File: src/rtl/alu_arbiter.sv
// Round-robin arbiter and sequencer that shares one ALU between NumReq requesters.
// Flow: accept a request in IDLE, drive the ALU in EXEC, hold the tagged response in RESP.
module alu_arbiter #(
  parameter int unsigned DataWidth = 32,
  parameter int unsigned NumReq    = 2,
  localparam int unsigned IdWidth  = $clog2(NumReq)
) (
  input  logic                        clk_i,
  input  logic                        rst_i,
  input  logic [NumReq-1:0]           req_valid_i,
  output logic [NumReq-1:0]           req_ready_o,
  input  logic [NumReq*DataWidth-1:0] req_src1_i,
  input  logic [NumReq*DataWidth-1:0] req_src2_i,
  input  logic [NumReq*4-1:0]         req_op_i,
  output logic [DataWidth-1:0]        alu_src1_o,
  output logic [DataWidth-1:0]        alu_src2_o,
  output logic [3:0]                  alu_op_o,
  input  logic [DataWidth-1:0]        alu_result_i,
  output logic                        rsp_valid_o,
  input  logic                        rsp_ready_i,
  output logic [IdWidth-1:0]          rsp_id_o,
  output logic [DataWidth-1:0]        rsp_result_o,
  output logic                        busy_o
);

  localparam logic [IdWidth:0]   NumReqExt = (IdWidth+1)'(NumReq);
  localparam logic [IdWidth-1:0] LastId    = IdWidth'(NumReq - 1);

  typedef enum logic [1:0] {
    IDLE = 2'd0,
    EXEC = 2'd1,
    RESP = 2'd2
  } state_t;

  state_t               state_q, state_d;
  logic [IdWidth-1:0]   ptr_q, ptr_d;
  logic [IdWidth-1:0]   id_q;
  logic [IdWidth-1:0]   winner;
  logic [IdWidth:0]     cand;
  logic                 found;
  logic                 accept;
  logic                 capture;
  logic [DataWidth-1:0] src1_q, src2_q, result_q;
  logic [DataWidth-1:0] sel_src1, sel_src2;
  logic [3:0]           op_q, sel_op;

  // First valid requester at or above ptr, wrapping at NumReq.
  always_comb begin
    found  = 1'b0;
    winner = '0;
    cand   = '0;
    for (int unsigned i = 0; i < NumReq; i++) begin
      cand = {1'b0, ptr_q} + (IdWidth+1)'(i);
      if (cand >= NumReqExt) cand = cand - NumReqExt;
      if (!found && req_valid_i[cand[IdWidth-1:0]]) begin
        found  = 1'b1;
        winner = cand[IdWidth-1:0];
      end
    end
  end

  // Winner's operand/opcode mux.
  always_comb begin
    sel_src1 = '0;
    sel_src2 = '0;
    sel_op   = '0;
    for (int unsigned k = 0; k < NumReq; k++) begin
      if (winner == IdWidth'(k)) begin
        sel_src1 = req_src1_i[k*DataWidth +: DataWidth];
        sel_src2 = req_src2_i[k*DataWidth +: DataWidth];
        sel_op   = req_op_i[k*4 +: 4];
      end
    end
  end

  // Next-state and handshake decode.
  always_comb begin
    state_d     = state_q;
    ptr_d       = ptr_q;
    accept      = 1'b0;
    capture     = 1'b0;
    req_ready_o = '0;
    unique case (state_q)
      IDLE: begin
        if (found) begin
          accept      = 1'b1;
          req_ready_o = NumReq'(1) << winner;
          state_d     = EXEC;
        end
      end
      EXEC: begin
        capture = 1'b1;
        state_d = RESP;
      end
      RESP: begin
        if (rsp_ready_i) begin
          ptr_d   = (id_q == LastId) ? '0 : id_q + IdWidth'(1);
          state_d = IDLE;
        end
      end
      default: state_d = IDLE;
    endcase
  end

  always_ff @(posedge clk_i) begin
    if (rst_i) begin
      state_q  <= IDLE;
      ptr_q    <= '0;
      id_q     <= '0;
      src1_q   <= '0;
      src2_q   <= '0;
      op_q     <= '0;
      result_q <= '0;
    end else begin
      state_q <= state_d;
      ptr_q   <= ptr_d;
      if (accept) begin
        id_q   <= winner;
        src1_q <= sel_src1;
        src2_q <= sel_src2;
        op_q   <= sel_op;
      end
      if (capture) result_q <= alu_result_i;
    end
  end

  assign alu_src1_o   = src1_q;
  assign alu_src2_o   = src2_q;
  assign alu_op_o     = op_q;
  assign rsp_valid_o  = (state_q == RESP);
  assign rsp_id_o     = id_q;
  assign rsp_result_o = result_q;
  assign busy_o       = (state_q != IDLE);

endmodule
File: config.mk
export PLATFORM = sky130hd
export DESIGN_NAME = alu_arbiter
export DESIGN_NICKNAME = d
export VERILOG_FILES = /design/src/rtl/alu_arbiter.sv
export SDC_FILE = /design/constraint.sdc
export NUM_CORES = 1
export LEC_CHECK = 0
export ABC_AREA = 1
export BUFFER_PORTS_ARGS = -buffer_cell sky130_fd_sc_hd__buf_2
export CAP_MARGIN = 20
export CORE_ASPECT_RATIO = 1.4
export CORE_MARGIN = 1.5
export CORE_UTILIZATION = 40
export DETAILED_ROUTE_END_ITERATION = 6
export PLACE_DENSITY = 0.74
export SYNTH_ARGS = -nofsm -noshare
export SYNTH_HDL_FRONTEND = slang
export SYNTH_SLANG_ARGS = --single-unit
File: constraint.sdc
create_clock -name clk_i -period 2.4 [get_ports clk_i]
set_input_delay 0.48 -clock clk_i [delete_from_list [all_inputs] [get_ports clk_i]]
set_output_delay 0.48 -clock clk_i [all_outputs]
set_load 0.03 [all_outputs]
# Word-level counts from Yosys, hierarchy flattened
# Cells that the tools add are included.
classes:
  eq_ne: 4
  mux: 22
  add_sub_neg: 4
  shifts: 1
  n_reduce_logical: 6
  n_lt_le_gt_ge: 4
op_table:
  columns: ["op", "count"]
  rows:
  - ["two-way mux 32 bit", 2]
  - ["two-way mux 1 bit", 14]
  - ["two-way mux 2 bit", 4]
  - ["case mux 2 bit (3 select lines)", 1]
  - ["less-than comparator 1 x 2 -> 1 bit (second input constant)", 2]
  - ["two-way mux 4 bit", 1]
  - ["AND reduction 2 bit", 2]
  - ["adder 1 x 1 -> 2 bit (second input constant)", 1]
  - ["equality test 2 x 1 -> 1 bit (second input constant)", 1]
  - ["equality test 2 bit (second input constant)", 1]
  - ["greater-or-equal comparator 1 x 2 -> 1 bit (second input constant)", 1]
  - ["greater-or-equal comparator 2 bit (second input constant)", 1]
  - ["zero test 2 bit", 1]
  - ["inequality test 2 x 1 -> 1 bit (second input constant)", 1]
  - ["inequality test 2 bit (second input constant)", 1]
  - ["nonzero test 2 bit", 1]
  - ["left shift 1 x 1 -> 2 bit (first input constant)", 1]
  - ["subtractor 1 bit (second input constant)", 2]
  - ["adder 1 bit (second input constant)", 1]
  - ["logical AND 1 bit", 1]
  - ["zero test 1 bit", 1]
totals:
  regBits: 104
  out_inout_bits: 105
  input_bits: 173

# Longest topological paths before layout
depth:
  ltp_word: 11
  depth_mapped: 7
  mapped_depth_nobuf: 6

# Least setup slack after synthesis
# No wires, ideal clock.
synth_timing:
  path_type: "in2out"
  from: "in req_valid_i[1]"
  to: "out req_ready_o[1]"
  stages: 5
  t_arrival_ns: 1.344
  path_slack_ns: 0.576
  required_ns: 1.920
  cell_sequence: "buf_4 a21boi_2 buf_2 nand2_1 inv_1"
synth_between:
  elab_chain_len: 9
synth_rtl:
  columns: ["element", "line_no", "rtl"]
  rows:
  - ["start: declaration", "10", "input logic [NumReq-1:0] req_valid_i,"]
  - ["two-way mux 1 bit (implied by the code) (2 in series)", "55", "if (!found && req_valid_i[cand[IdWidth-1:0]]) begin"]
  - ["two-way mux 1 bit", "55", null]
  - ["zero test 1 bit", "55", null]
  - ["logical AND 1 bit", "55", null]
  - ["two-way mux 1 bit", "55", null]
  - ["left shift 1 x 1 -> 2 bit", "87", "req_ready_o = NumReq'(1) << winner;"]
  - ["two-way mux 2 bit *", "85", "if (found) begin"]
  - ["two-way mux 2 bit *", "83", "unique case (state_q)"]
  - ["end: declaration", "11", "output logic [NumReq-1:0] req_ready_o,"]
# Mark *: on every way between the ends. The rest lies on a longest branch, timed or not. The select of a mux whose other input is x is not followed.

# Final worst setup path
layout_timing:
  from: "reg state_q[1]"
  to: "out req_ready_o[1]"
layout_between:
  elab_chain_len: 2
layout_rtl:
  columns: ["element", "line_no", "rtl"]
  rows:
  - ["start: declaration", "35", "state_t state_q, state_d;"]
  - ["start signal: assignment", "115", "state_q <= state_d;"]
  - ["zero test 2 bit", "83", null]
  - ["two-way mux 2 bit", "83", null]
# Every way passes these cells.

==> flow_summary.json <==
{
  "status": "finished, final reports clean",
  "min_period_ns": 1.944,
  "critPathKind": "flip-flop to primary output",
  "place_congestion": 0.7887,
  "holdWs_ns": 0.3658,
  "syn_avg_cell_area_um2": 6.680,
  "power.leakage_nw": 3.739,
  "synthTopCellsByArea": "dfxtp_1 44%, nand2_1 11%, nor2_1 11%, nand3_1 9.0%, inv_1 6.0%",
  "clk_path_buf_depth": 2,
  "areaGrowthSynthToFinish_pct": 37.38,
  "worst_setup_path_start_kind": "flip-flop",
  "rsz0062_at_grt": "false",
  "power_mw": 5.017,
  "path_max_fanout": 16,
  "drt_iter0_drc": 129,
  "synth_top_family_by_area": "simple AND/OR/NAND/NOR gates",
  "tns_ns": 0,
  "grt_max_degree": 59,
  "synthXorXnorAreaFrac_pct": 0,
  "ys_ff_latch": 104,
  "grt_antenna_before_repair": 0,
  "design.die.area_um2": 12600,
  "cts_tree": "yes",
  "hold_depth": 2,
  "worst_setup_path_end_kind": "primary output",
  "dp_hpwl_um": 10200,
  "hold_start": "rst_i",
  "netlist_top_cells_count": "143 x nand2_1, 141 x nor2_1, 104 x dfxtp_1",
  "worstReg2RegStart": "state_q[1]",
  "setup_violations": 0,
  "syn_inst": 714,
  "syn_area_um2": 4770,
  "whs_endpoint": "state_q[1]",
  "crit_chain": "nor2_4 -> nand2_1 -> inv_1 -> buf_2",
  "drv_cap": 0,
  "std_cell_rows": 47,
  "cpPeakStageDelay_ns": 0.37,
  "numCtsBuffers": 9,
  "ff2ff_setup_slack_ns": 0.79,
  "critPathLaunch": "state_q[1]",
  "synthAdderAreaFrac_pct": 0,
  "drt_wl_total_um": 14250,
  "track_usage_pct": 21.96,
  "reg2reg_depth": 6,
  "hold_path_class": "primary input to flip-flop",
  "yosysSeqAreaShare_pct": 43.65,
  "power_density_nw_per_um2": 765.7,
  "synth_warnings": 0,
  "post_cts_resized": 0,
  "vias": 5267,
  "grt_pass1_wl_um": 21850,
  "yosys-mux-area-fraction_pct": 0,
  "start_util_pct": 40.76,
  "clock.fmax_mhz": 514.4,
  "wl_per_cell_um": 12.80,
  "hold_viol_final": 0,
  "synth_top_area_cell": "dfxtp_1",
  "crit_required_ns": 1.92,
  "syn_nets": 887,
  "worstReg2RegEnd": "alu_op_o[2]",
  "ir_drop_v": 0.0004714,
  "synth_top_area_share_pct": 43.65,
  "core-area_um2": 11700,
  "io_buffers": 277,
  "cts_hold_buf": 0,
  "yosys.area_share.simple_pct": 37.25,
  "insertedDiodeCount": 0,
  "viasPerCell": 4.732,
  "drive_gt1_share_pct": 32.30,
  "cp_num_buf_inv": 2,
  "yosysMostFrequentCell": "nand2_1",
  "top_level_ports": 278,
  "clk-insertion-delay-late_ns": 0.34,
  "ys_types": 19,
  "synth_flop_cell": "dfxtp_1",
  "relSlewSlack_pct": 61.47,
  "final_antenna_net_count": 0,
  "clock_tree.root_cell": "clkbuf_16",
  "slowest_stage": "nor2_4",
  "synth-edff-count": 0,
  "synth_compound_area_share_pct": 7.319,
  "finalCritPeriodShare_pct": 81.00,
  "postCtsSetupRepairBufs": 0,
  "cts_max_level": 3,
  "cts.sinks": 104,
  "grt.overflow.total": 0,
  "drc": 0,
  "drtPass1Iterations": 5,
  "tightestPinTransition_ns": 0.5780,
  "arrival_ns": 1.46,
  "cts.clk_slew.worst_paths_ns": 0.06,
  "fin_skew_ns": 0.009406,
  "die_w_um": 95.29,
  "grt_pass1_vias": 4572,
  "final_nets": 1135,
  "final_max_slew_viol_count": 0,
  "die_height_um": 132.2,
  "async_reset_ff_share_pct": 0,
  "critical_path.top_delay_family": "simple AND/OR/NAND/NOR gates"
}
[worst max-delay path by stage]
stage                          end  slack, ns  depth (start not counted)
floorplan           req_ready_o[1]       0.58                          5
global placement    req_ready_o[1]       0.50                          5
detailed placement  req_ready_o[1]       0.48                          5
CTS                 req_ready_o[1]       0.42                          4
global route        req_ready_o[1]       0.34                          4
finish              req_ready_o[1]       0.46                          4
[layout make-up]
| cell class | count | area (um2) |
|---|---|---|
| Multi-Input combinational cell | 478 | 2133 |
| Fill cell | 1247 | 5150 |
| Clock buffer | 10 | 229.0 |
| Clock inverter | 5 | 106.4 |
| Sequential cell | 104 | 2082 |
| Timing Repair Buffer | 290 | 1521 |
| Inverter | 79 | 296.5 |
| Tap cell | 147 | 183.9 |
[worst register-to-register path, cell delays in order, from the launching register on]
cell and delay (ns):
dfxtp_1 0.34, nor2_4 0.37, buf_4 0.44, nand4_1 0.20, nand3_1 0.11, nand2_1 0.05, inv_1 0.06
[per-stage QoR]
| stage | setup slack (ns) | cell area (um2) | std cells | util (%) |
|---|---|---|---|---|
| 2_1_floorplan | 0.5762 | 4770 | 714 | - |
| 3_3_place_gp | 0.5033 | 6217 | 1098 | 53.13 |
| 3_5_place_dp | 0.4834 | 6217 | 1098 | 53.13 |
| 4_1_cts | 0.4178 | 6553 | 1113 | 55.99 |
| 5_1_grt | 0.3360 | 6553 | 1113 | 55.99 |
| 6_report | 0.4560 | 6553 | 1113 | 55.99 |
[metal layers]
metal / vias up / share of wire (%) / track usage, %
li1: 2755 / - / -
met1: 2271 / 40 / 25.10
met2: 224 / 49 / 37.71
met3: 17 / 9.8 / 7.209
met4: 0 / 1.7 / 7.214
met5: - / 0 / 0
[sequential cells by signal (all words and copies together), names as in the netlist]
register,count
rsp_result_o,32
alu_op_o,4
state_q,2
alu_src1_o,32
alu_src2_o,32
ptr_q,1
rsp_id_o,1
[power breakdown]
| group | switching, mW | internal [mW] | total (mW) |
|---|---|---|---|
| clock network | 0.650 | 1.02 | 1.67 |
| registers | 0.0858 | 1.90 | 1.99 |
| logic | 0.911 | 0.451 | 1.36 |
[layout by cell type, fill, tap and decap left out]
cell,netlist,routed
clkbuf_1,17,1
nor2_4,1,1
o21ai_4,1,1
clkbuf_16,0,9
nand3_1,86,86
bufinv_16,0,3
buf_2,23,277
a21oi_1,3,3
a21boi_4,0,1
inv_2,3,4
inv_1,76,75
buf_4,2,10
nor2_1,141,141
nand2_1,143,143
o21ai_0,53,53
buf_12,0,3
clkinvlp_4,0,1
o21ai_1,5,5
a21oi_4,1,1
clkinv_4,0,1
nand4_1,43,43
dfxtp_1,104,104
[cells by family (layout without fill, tap and decap cells)]
group           Yosys count  after routing
buf+inv                 132            384
simple gates            414            414
flops                   104            104
compound gates           64             64
(Power assumes the default switching activity.)
